`config.mk`:
```
export PLATFORM = sky130hd
export DESIGN_NAME = serial_word_comparator
export DESIGN_NICKNAME = d
export VERILOG_FILES = /design/src/rtl/cmp_pkg.sv /design/src/rtl/comparator_8bit.sv /design/src/rtl/serial_word_comparator.sv
export SDC_FILE = /design/constraint.sdc
export NUM_CORES = 1
export LEC_CHECK = 0
export CAP_MARGIN = 20
export CORE_MARGIN = 2
export CORE_UTILIZATION = 40
export DETAILED_ROUTE_END_ITERATION = 8
export PLACE_DENSITY = 0.69
export SKIP_CTS_REPAIR_TIMING = 1
export SYNTH_ARGS = -nofsm -noshare
export SYNTH_HDL_FRONTEND = slang
export SYNTH_SLANG_ARGS = --single-unit
export TNS_END_PERCENT = 100
```
`constraint.sdc`:
```
create_clock -name clk -period 5 [get_ports clk]
set_clock_uncertainty 0.1 [all_clocks]
set_input_delay 1 -clock clk [delete_from_list [all_inputs] [get_ports clk]]
set_output_delay 1 -clock clk [all_outputs]
set_load 0.02 [all_outputs]
```
`src/rtl/cmp_pkg.sv`:
```
// cmp_pkg
//   Shared types for byte-serial compare logic.
//   BYTE_W       : width of one compared slice
//   scan_state_t : controller state encoding
//   cmp_result_t : one-hot magnitude result {equal, greater, less};
//                  all-zero means "no result yet"
package cmp_pkg;

    localparam int BYTE_W = 8;

    typedef enum logic {
        IDLE = 1'b0,
        SCAN = 1'b1
    } scan_state_t;

    typedef struct packed {
        logic equal;
        logic greater;
        logic less;
    } cmp_result_t;

endpackage : cmp_pkg

```
`src/rtl/comparator_8bit.sv`:
```
// comparator_8bit
//   Combinational unsigned magnitude compare of two bytes.
//   i_a, i_b   : operands
//   o_equal    : i_a == i_b
//   o_greater  : i_a >  i_b
//   o_less     : i_a <  i_b
module comparator_8bit
    import cmp_pkg::*;
(
    input  logic [BYTE_W-1:0] i_a,
    input  logic [BYTE_W-1:0] i_b,
    output logic              o_equal,
    output logic              o_greater,
    output logic              o_less
);

    assign o_equal   = (i_a == i_b);
    assign o_greater = (i_a >  i_b);
    assign o_less    = (i_a <  i_b);

endmodule : comparator_8bit

```
`src/rtl/serial_word_comparator.sv`:
```
// serial_word_comparator
//   Compares two NUM_BYTES-byte unsigned words one byte per clock, MSB
//   first, stopping at the first differing byte. NUM_BYTES legal: 2..8.
//   clk      : rising-edge clock
//   rst_n    : asynchronous active-low reset
//   start    : compare request, sampled only while busy=0
//   a_word   : operand A, latched on accepted start
//   b_word   : operand B, latched on accepted start
//   busy     : scan in progress
//   done     : one-cycle pulse, result flags updated this cycle
//   equal    : A == B for last completed compare
//   greater  : A >  B for last completed compare
//   less     : A <  B for last completed compare
//
//   state | meaning
//   IDLE  | waiting for start; result flags hold last compare
//   SCAN  | examining byte r_idx of the latched operands
module serial_word_comparator
    import cmp_pkg::*;
#(
    parameter int NUM_BYTES = 4
) (
    input  logic                        clk,
    input  logic                        rst_n,
    input  logic                        start,
    input  logic [BYTE_W*NUM_BYTES-1:0] a_word,
    input  logic [BYTE_W*NUM_BYTES-1:0] b_word,
    output logic                        busy,
    output logic                        done,
    output logic                        equal,
    output logic                        greater,
    output logic                        less
);

    localparam int IDX_W = $clog2(NUM_BYTES);

    scan_state_t                           r_state;
    scan_state_t                           w_state_nxt;
    logic [IDX_W-1:0]                      r_idx;
    logic [IDX_W-1:0]                      w_idx_nxt;
    logic [NUM_BYTES-1:0][BYTE_W-1:0]      r_a;
    logic [NUM_BYTES-1:0][BYTE_W-1:0]      r_b;
    cmp_result_t                           r_result;
    cmp_result_t                           w_result_nxt;
    logic                                  r_done;
    logic                                  w_done_nxt;
    logic                                  w_load;

    logic [BYTE_W-1:0]                     w_a_byte;
    logic [BYTE_W-1:0]                     w_b_byte;
    logic                                  w_byte_eq;
    logic                                  w_byte_gt;
    logic                                  w_byte_lt;

    assign w_a_byte = r_a[r_idx];
    assign w_b_byte = r_b[r_idx];

    comparator_8bit u_cmp (
        .i_a       (w_a_byte),
        .i_b       (w_b_byte),
        .o_equal   (w_byte_eq),
        .o_greater (w_byte_gt),
        .o_less    (w_byte_lt)
    );

    always_ff @(posedge clk or negedge rst_n) begin
        if (!rst_n) begin
            r_state  <= IDLE;
            r_idx    <= '0;
            r_done   <= 1'b0;
            r_result <= '0;
        end else begin
            r_state  <= w_state_nxt;
            r_idx    <= w_idx_nxt;
            r_done   <= w_done_nxt;
            r_result <= w_result_nxt;
        end
    end

    // Operands only load from IDLE, so a start during a scan cannot
    // disturb the bytes still being examined.
    always_ff @(posedge clk or negedge rst_n) begin
        if (!rst_n) begin
            r_a <= '0;
            r_b <= '0;
        end else if (w_load) begin
            r_a <= a_word;
            r_b <= b_word;
        end
    end

    always_comb begin
        w_state_nxt  = r_state;
        w_idx_nxt    = r_idx;
        w_done_nxt   = 1'b0;
        w_result_nxt = r_result;
        w_load       = 1'b0;
        case (r_state)
            IDLE: begin
                if (start) begin
                    w_load      = 1'b1;
                    w_idx_nxt   = IDX_W'(NUM_BYTES - 1);
                    w_state_nxt = SCAN;
                end
            end
            SCAN: begin
                // Byte 0 always terminates, so idx never underflows.
                if (!w_byte_eq || (r_idx == '0)) begin
                    w_result_nxt.equal   = w_byte_eq;
                    w_result_nxt.greater = w_byte_gt;
                    w_result_nxt.less    = w_byte_lt;
                    w_done_nxt           = 1'b1;
                    w_state_nxt          = IDLE;
                end else begin
                    w_idx_nxt = r_idx - IDX_W'(1);
                end
            end
            default: begin
                w_state_nxt = IDLE;
            end
        endcase
    end

    assign busy    = (r_state == SCAN);
    assign done    = r_done;
    assign equal   = r_result.equal;
    assign greater = r_result.greater;
    assign less    = r_result.less;

endmodule : serial_word_comparator
```
# Yosys cells after proc, flatten, opt, wreduce, memory -nomap -nowiden
# Index checks and enable logic that the tools add are counted.
word_totals:
  memories: 0
  elab_cells: 40
  ff_bits: 71
  output_inout_bits: 5
  latchBits: 0
  ramBits: 0
  romBits: 0
  inputBits: 67
op_classes:
  n_eq_ne: 3
  shift: 0
  mux: 13
  div_mod_pow: 0
  reduce_logical: 5
  order_cmp: 3
  add_sub_neg: 1
  bitwise_logic: 1
  mul: 0
op_table:
  columns: ["op", "n"]
  rows:
  - ["8-bit binary-select mux with 2-bit select", 2]
  - ["8-bit 2-to-1 mux", 2]
  - ["8-bit equality test", 1]
  - ["8-bit > comparator", 1]
  - ["8-bit less-than comparator", 1]
  - ["1-bit 2-to-1 mux", 5]
  - ["2-bit 2-to-1 mux", 2]
  - ["2-bit inequality test, second input constant", 2]
  - ["2-bit case mux with 2 select lines", 1]
  - ["2-bit AND reduction", 2]
  - ["2-bit by 3-bit less-than comparator with 1-bit output, second input constant", 1]
  - ["2-bit zero test", 1]
  - ["1-bit case mux with 2 select lines", 1]
  - ["2-bit by 1-bit subtractor with 2-bit output, second input constant", 1]
  - ["1-bit zero test", 1]
  - ["1-bit logical OR", 1]
  - ["1-bit inverter", 1]

# Longest topological paths before layout
# Gate-level depths: netlist (run 1).
logic_depth:
  word_depth: 7
  ltp_mapped: 8
  ltp_nobuf: 7

# By module
# Synthesis (run 1) repeated with hierarchy kept, for this count alone.
unflattened:
  hier_cells: 207
  hier_area_um2: 3565.9
by_module_without_submodules:
  columns: ["mod", "area_per_inst_um2", "seq_area_each_um2", "n_inst", "cells_per_inst"]
  rows:
  - ["serial_word_comparator", 3340.7, 1776.7, 1, 178]
  - ["comparator_8bit", 225.2, 0.0, 1, 29]

# Worst setup path after synthesis (run 1)
# OpenSTA, ideal clock, no wires.
synth_timing:
  kind: "flip-flop to flip-flop"
  from: "reg r_idx[0]"
  to: "reg r_result, in the netlist less"
  arrival_ns: 2.183
  setup_ns: 0.120
  setup_slack_ns: 2.598
  t_required_ns: 4.780
  synth_period_minus_slack_ns: 2.402
  path_buffers: 2
  stages_incl_launch_ff: 9
  path_cell_list: "dfrtp_1 -> buf_6 -> buf_6 -> mux4_1 -> ha_1 -> nand4_1 -> o31ai_1 -> inv_1 -> a31o_1"
synth_via:
  elab_chain_cells: 6
  elab_cells_between_ends: 10
  cone_classes: "order compare: 1; eq/ne: 1; mux: 4; reduce/logical: 4"
synth_lines:
  columns: ["item", "line_no", "rtl"]
  rows:
  - ["from (decl)", "serial_word_comparator.sv:39", "logic [IDX_W-1:0] r_idx;"]
  - ["from (signal assigned)", "serial_word_comparator.sv:74", "r_idx <= w_idx_nxt;"]
  - ["branches (longest 6 deep; another with 8-bit less-than comparator)", null, null]
  - ["to (signal assigned)", "serial_word_comparator.sv:76", "r_result <= w_result_nxt;"]
  - ["to (decl)", "serial_word_comparator.sv:43", "cmp_result_t r_result;"]
# Parallel ways; which one is timed is not known. The select of a mux whose other input is x is not followed.
# A chain may end at the register's enable or synchronous reset.

# Worst setup path after layout (run 1)
# Same ends and word-level chain as after synthesis.

==> results.py, run 1 <==
metrics = {
    "run_status": {
        "status": "finished, final reports clean",
    },
    "sta": {
        "worstMarginPinSlew_ps": 995,
        "setup_viol": 0,
        "setup_tns_ps": 0,
        "post-route-min-period_ps": 2910,
        "max_freq_mhz": 343,
        "hold_slack_ps": 402,
        "worst_slack_ps": 2090,
        "slew_viol_final": 0,
        "hold_violations": 0,
        "finalCritPeriodShare": 0.582,
        "rsz0062_at_grt": "false",
        "slew-limit-headroom": 0.337,
    },
    "die": {
        "start_util": 0.414,
        "ios": 72,
        "rows": 33,
        "fp.dieH_um": 96.5,
        "die_w_um": 96.5,
        "coreArea_mm2": 0.00826,
        "die_area_mm2": 0.00931,
    },
    "placement": {
        "port_buffers": 71,
        "place_congestion": 0.770,
        "dp.cells": 379,
        "dpl-instance-area_mm2": 0.00419,
        "dp_hpwl_mm": 4.52,
        "pre_cts_ws_ps": 1890,
    },
    "route": {
        "drt_iter0_drc": 86,
        "wl_mm": 6.60,
        "drc_errors": 0,
        "vias": 2002,
        "vias_per_cell": 5.08,
        "drtAntennaViolNets": 0,
        "wl_per_cell_um": 16.7,
        "drt-pass1-iter-count": 4,
    },
    "final_layout": {
        "nFillCells": 678,
        "seq_area_mm2": 0.00178,
        "nets": 362,
        "final_cells": 394,
        "area_delta_synth_final_pct": 27.8,
        "post-route-util": 0.529,
        "diodes": 0,
        "final_area_mm2": 0.00437,
        "multi_input_area_mm2": 0.00152,
        "drive_above_1_share": 0.315,
    },
    "power": {
        "leakagePower_nw": 1.95,
        "p_per_area_mw_per_mm2": 329,
        "ir_drop_uv": 131,
        "p_total_mw": 1.44,
    },
    "worst_setup_path": {
        "worst_ep_arrival_time_ps": 3050,
        "setup.worst_path.end_class": "flip-flop",
        "critPathKind": "flip-flop to flip-flop",
        "startpoint_type": "flip-flop",
        "critPathMaxFanout": 11,
        "crit_required_ps": 5130,
    },
    "global_routing": {
        "grt_pass1_wl_mm": 10.8,
        "grt_pass1_vias": 2161,
        "grt_util_all_layers": 0.158,
        "antenna_found_initial": 0,
        "grt-ovfl-total": 0,
        "grt_max_degree": 68,
    },
    "yosys": {
        "synth.most_common_cell": "dfrtp_1",
        "synth.yosys.seq_area_share": 0.519,
        "ys_types": 29,
        "synthTopCellsByCount": "dfrtp_1 (71), mux2_2 (37), mux2_4 (27)",
        "synth_top_area_share": 0.519,
        "syn_area_mm2": 0.00342,
        "synth_edf_count": 0,
        "synth.largest_area_cell": "dfrtp_1",
        "avgSynthCellArea_um2": 16.1,
        "ys_ff_latch": 71,
        "yosys_warnings": 0,
        "synth_ff_type": "dfrtp_1",
        "postSynthCellCount": 212,
        "syn_nets": 288,
        "synthArstFlopShare": 1.00,
        "synth_area_leaders": "dfrtp_1 (52%), mux2_2 (12%), mux2_4 (12%)",
    },
    "clocking": {
        "clkLatencyLatePin_ps": 340,
        "clkTransAtPathRegs_ps": 70,
        "clock-root-buffer": "clkbuf_8",
        "htreeDepth": 3,
        "clock_sinks": 71,
        "cts_max_path_buffers": 2,
        "cts_tree": "yes",
        "cts_buffers": 9,
    },
    "min_path": {
        "hold_class": "flip-flop to flip-flop",
    },
    "flow_run": {
        "drv_cap": 0,
    },
}
final timing paths:
| kind | start | end | slack (ps) | cells after the start |
|---|---|---|---|---|
| hold reg to reg | r_b[1]$_DFFE_PN0P_ | r_b[1]$_DFFE_PN0P_ | 400 | 1 |
| setup reg to reg | r_idx[0]$_DFFE_PN0P_ | less$_DFFE_PN0P_ | 2090 | 7 |
| min in group asynchronous | rst_n | r_a[9]$_DFFE_PN0P_ | 720 | 1 |
| hold / removal | r_b[1]$_DFFE_PN0P_ | r_b[1]$_DFFE_PN0P_ | 400 | 1 |
| setup / recovery | r_idx[0]$_DFFE_PN0P_ | less$_DFFE_PN0P_ | 2090 | 7 |
| max in group asynchronous | rst_n | r_a[11]$_DFFE_PN0P_ | 3150 | 2 |
final cells by class:
| type | instances | area share |
|---|---|---|
| tap | 105 | 0.0301 |
| sequential | 71 | 0.406 |
| clock inverter | 3 | 0.00458 |
| multi-input combinational | 119 | 0.347 |
| inverter | 11 | 0.00944 |
| clock buffer | 11 | 0.0346 |
| timing repair buffer | 74 | 0.168 |
registers in the layout, summed over array words and instances (netlist names):
name and count:
busy 1, done 1, equal 1, greater 1, less 1, r_a 32, r_b 32, r_idx 2
worst max-delay path: stages, from the launching register on:
cell	delay [ps]
dfrtp_1	700
buf_8	230
mux4_1	600
ha_1	330
nand4_1	150
o31ai_1	390
inv_1	110
a31o_1	190
layer usage:
layer  wire length, um  track usage  share of wire  vias to the layer above
li1                  -            -              -                      928
met1              2880        0.210           0.44                     1024
met2              3410        0.255           0.52                       40
met3               191       0.0256          0.029                       10
met4               121       0.0739          0.018                        0
met5                 0            0              0                        -
logic make-up after synthesis:
kind of cell,count (synthesis),share of synthesized area
compound gates,11,0.0223
fa+ha+maj,9,0.0329
buf+inv,22,0.0391
flops,71,0.519
mux,82,0.360
simple gates,17,0.0260
placed cells by master, fill, tap and decap left out, types with 2 or more instances in the layout:
cell type | Yosys | routed
dfrtp_1 | 71 | 71
clkdlybuf4s50_1 | 0 | 70
mux2_2 | 37 | 37
mux2_4 | 27 | 27
inv_1 | 11 | 11
clkbuf_8 | 0 | 11
ha_1 | 9 | 9
mux4_2 | 8 | 8
mux4_1 | 8 | 8
nor2_1 | 6 | 6
o21ai_0 | 3 | 3
nand4_1 | 2 | 2
nand2_1 | 2 | 2
mux2i_1 | 2 | 2
clkinvlp_4 | 0 | 2
buf_4 | 0 | 2
power breakdown:
| part | internal, mW | switching, mW | total, mW |
|---|---|---|---|
| sequential | 0.662 | 0.0471 | 0.709 |
| combinational | 0.213 | 0.116 | 0.329 |
| clock | 0.201 | 0.202 | 0.402 |
No activity file was read; power rests on OpenSTA's default activity.
==> run 2, diff against run 1 <==
==> constraint.sdc (replaced) <==
create_clock -name clk -period 2.8 [get_ports clk]
set_clock_uncertainty 0.1 [all_clocks]
set_input_delay 0.56 -clock clk [delete_from_list [all_inputs] [get_ports clk]]
set_output_delay 0.56 -clock clk [all_outputs]
set_load 0.02 [all_outputs]
==> results.py, run 2 (synthesized netlist as in run 1, its figures left out) <==
metrics = {
    "sta": {
        "setup_viol": 0,
        "rsz0062_at_grt": "false",
        "max_freq_mhz": 396,
        "hold_violations": 0,
        "slew_viol_final": 0,
        "slew-limit-headroom": 0.723,
        "finalCritPeriodShare": 0.902,
        "setup_tns_ps": 0,
        "worstMarginPinSlew_ps": 416,
        "post-route-min-period_ps": 2520,
    },
    "flow_run": {
        "drv_cap": 0,
    },
    "die": {
        "fp.dieH_um": 96.5,
        "die_area_mm2": 0.00931,
        "ios": 72,
        "die_w_um": 96.5,
        "coreArea_mm2": 0.00826,
        "start_util": 0.414,
        "rows": 33,
    },
    "route": {
        "drtAntennaViolNets": 0,
        "vias": 1992,
        "drc_errors": 0,
        "dr.max_layer_used": "met4",
        "met3_length_um": 206,
        "met1_length_mm": 2.71,
        "wl_mm": 6.49,
        "drt_iter0_drc": 64,
        "wl_met2_mm": 3.50,
        "vias_per_cell": 5.01,
        "wl_per_cell_um": 16.3,
        "drt-pass1-iter-count": 6,
    },
    "placement": {
        "port_buffers": 71,
        "place_congestion": 0.750,
        "dp_hpwl_mm": 4.62,
    },
    "run_status": {
        "status": "finished, final reports clean",
    },
    "clocking": {
        "cts_buffers": 9,
        "htreeDepth": 3,
        "clkTransAtPathRegs_ps": 70,
        "clock-root-buffer": "clkbuf_8",
        "clock_sinks": 71,
        "cts_tree": "yes",
        "cts_max_path_buffers": 2,
        "clkLatencyLatePin_ps": 330,
    },
    "final_layout": {
        "post-route-util": 0.541,
        "drive_above_1_share": 0.317,
        "nets": 364,
        "mostFrequentLayoutCells": "dfrtp_1 (71), clkdlybuf4s50_1 (70), mux2_2 (37), mux2_4 (27)",
        "diodes": 0,
        "area_delta_synth_final_pct": 30.7,
        "final_common_cell": "dfrtp_1",
        "reg_top3": "r_a x32, r_b x32, r_idx x2",
        "nFillCells": 715,
    },
    "min_path": {
        "hold_class": "input pin to asynchronous set/reset pin",
    },
    "worst_setup_path": {
        "critPathKind": "flip-flop to flip-flop",
        "setup.worst_path.end_class": "flip-flop",
        "regToRegSetupSlack_ps": 280,
        "reg2reg_from": "r_idx[0]$_DFFE_PN0P_",
        "r2r_end": "less$_DFFE_PN0P_",
        "worst_ep_arrival_time_ps": 2650,
        "r2r_cells": 7,
        "crit_required_ps": 2920,
        "startpoint_type": "flip-flop",
        "critPathMaxFanout": 14,
    },
    "power": {
        "seqPwrFrac": 0.459,
        "power_frac_comb": 0.212,
        "clkPwrFrac": 0.329,
        "leakagePower_nw": 2.00,
        "internal_power_mw": 2.12,
        "switchingPower_mw": 0.654,
        "p_per_area_mw_per_mm2": 620,
        "ir_drop_uv": 288,
        "swShare": 0.236,
    },
    "global_routing": {
        "grt_util_all_layers": 0.153,
        "grt_pass1_wl_mm": 10.6,
        "grt_pass1_vias": 2194,
        "grt-ovfl-total": 0,
        "antenna_found_initial": 0,
        "grt_max_degree": 72,
    },
}
==> run 2: cell types whose count changed in the layout (fill, tap and decap cells not counted), sizes merged <==
cell | before | now
buf | 4 | 6
bufinv | 0 | 2
clkbuf | 11 | 13
clkinvlp | 2 | 0
==> run 2: how the worst max path moves through the flow <==
stage,cells after the start,slack [ps],to,from
6_report,7,280,less$_DFFE_PN0P_,r_idx[0]$_DFFE_PN0P_
5_1_grt,7,90,less$_DFFE_PN0P_,r_idx[0]$_DFFE_PN0P_
4_1_cts,7,310,less$_DFFE_PN0P_,r_idx[0]$_DFFE_PN0P_
3_5_place_dp,7,330,less$_DFFE_PN0P_,r_idx[0]$_DFFE_PN0P_
3_3_place_gp,7,380,less$_DFFE_PN0P_,r_idx[0]$_DFFE_PN0P_
2_1_floorplan,8,400,less$_DFFE_PN0P_,r_idx[0]$_DFFE_PN0P_
==> run 2: area by class of cell <==
type                       count  area, um2  share of cell area
inverter                      11       41.3             0.00924
tap                          105        131              0.0294
timing repair buffer          76        781               0.175
multi-input combinational    119       1520               0.339
sequential                    71       1780               0.398
clock buffer                  13        159              0.0356
clock inverter                 3       65.1              0.0146
==> run 2: critical path: stages (launching register included) <==
cell	delay, ps
dfrtp_1	390
buf_12	170
mux4_1	570
ha_1	330
nand4_1	200
o31ai_1	360
inv_1	110
a31o_1	190
==> run 2: per-stage QoR <==
stage	cell area [um2]	instances	total power [mW]	worst slack [ps]	hold slack, ps
floorplan	3420	212	1.65	398	164
detailed placement	4250	382	1.88	329	386
CTS	4470	398	2.80	314	151
global route	4470	398	2.90	94.5	173
finish	4470	398	2.77	275	129
global placement	4250	382	1.87	383	385
==> run 2: per-layer routing <==
layer / vias to the layer above / track usage
met5: - / 0
met4: 0 / 0.0657
met3: 6 / 0.0248
met2: 37 / 0.266
met1: 1014 / 0.188
li1: 935 / -
==> run 2: power groups by stage <==
stage,logic (mW),registers [mW],clock network (mW)
floorplan,0.380,1.27,0
global placement,0.577,1.29,0
detailed placement,0.590,1.29,0
CTS,0.593,1.27,0.934
global route,0.643,1.29,0.968
finish,0.586,1.27,0.912
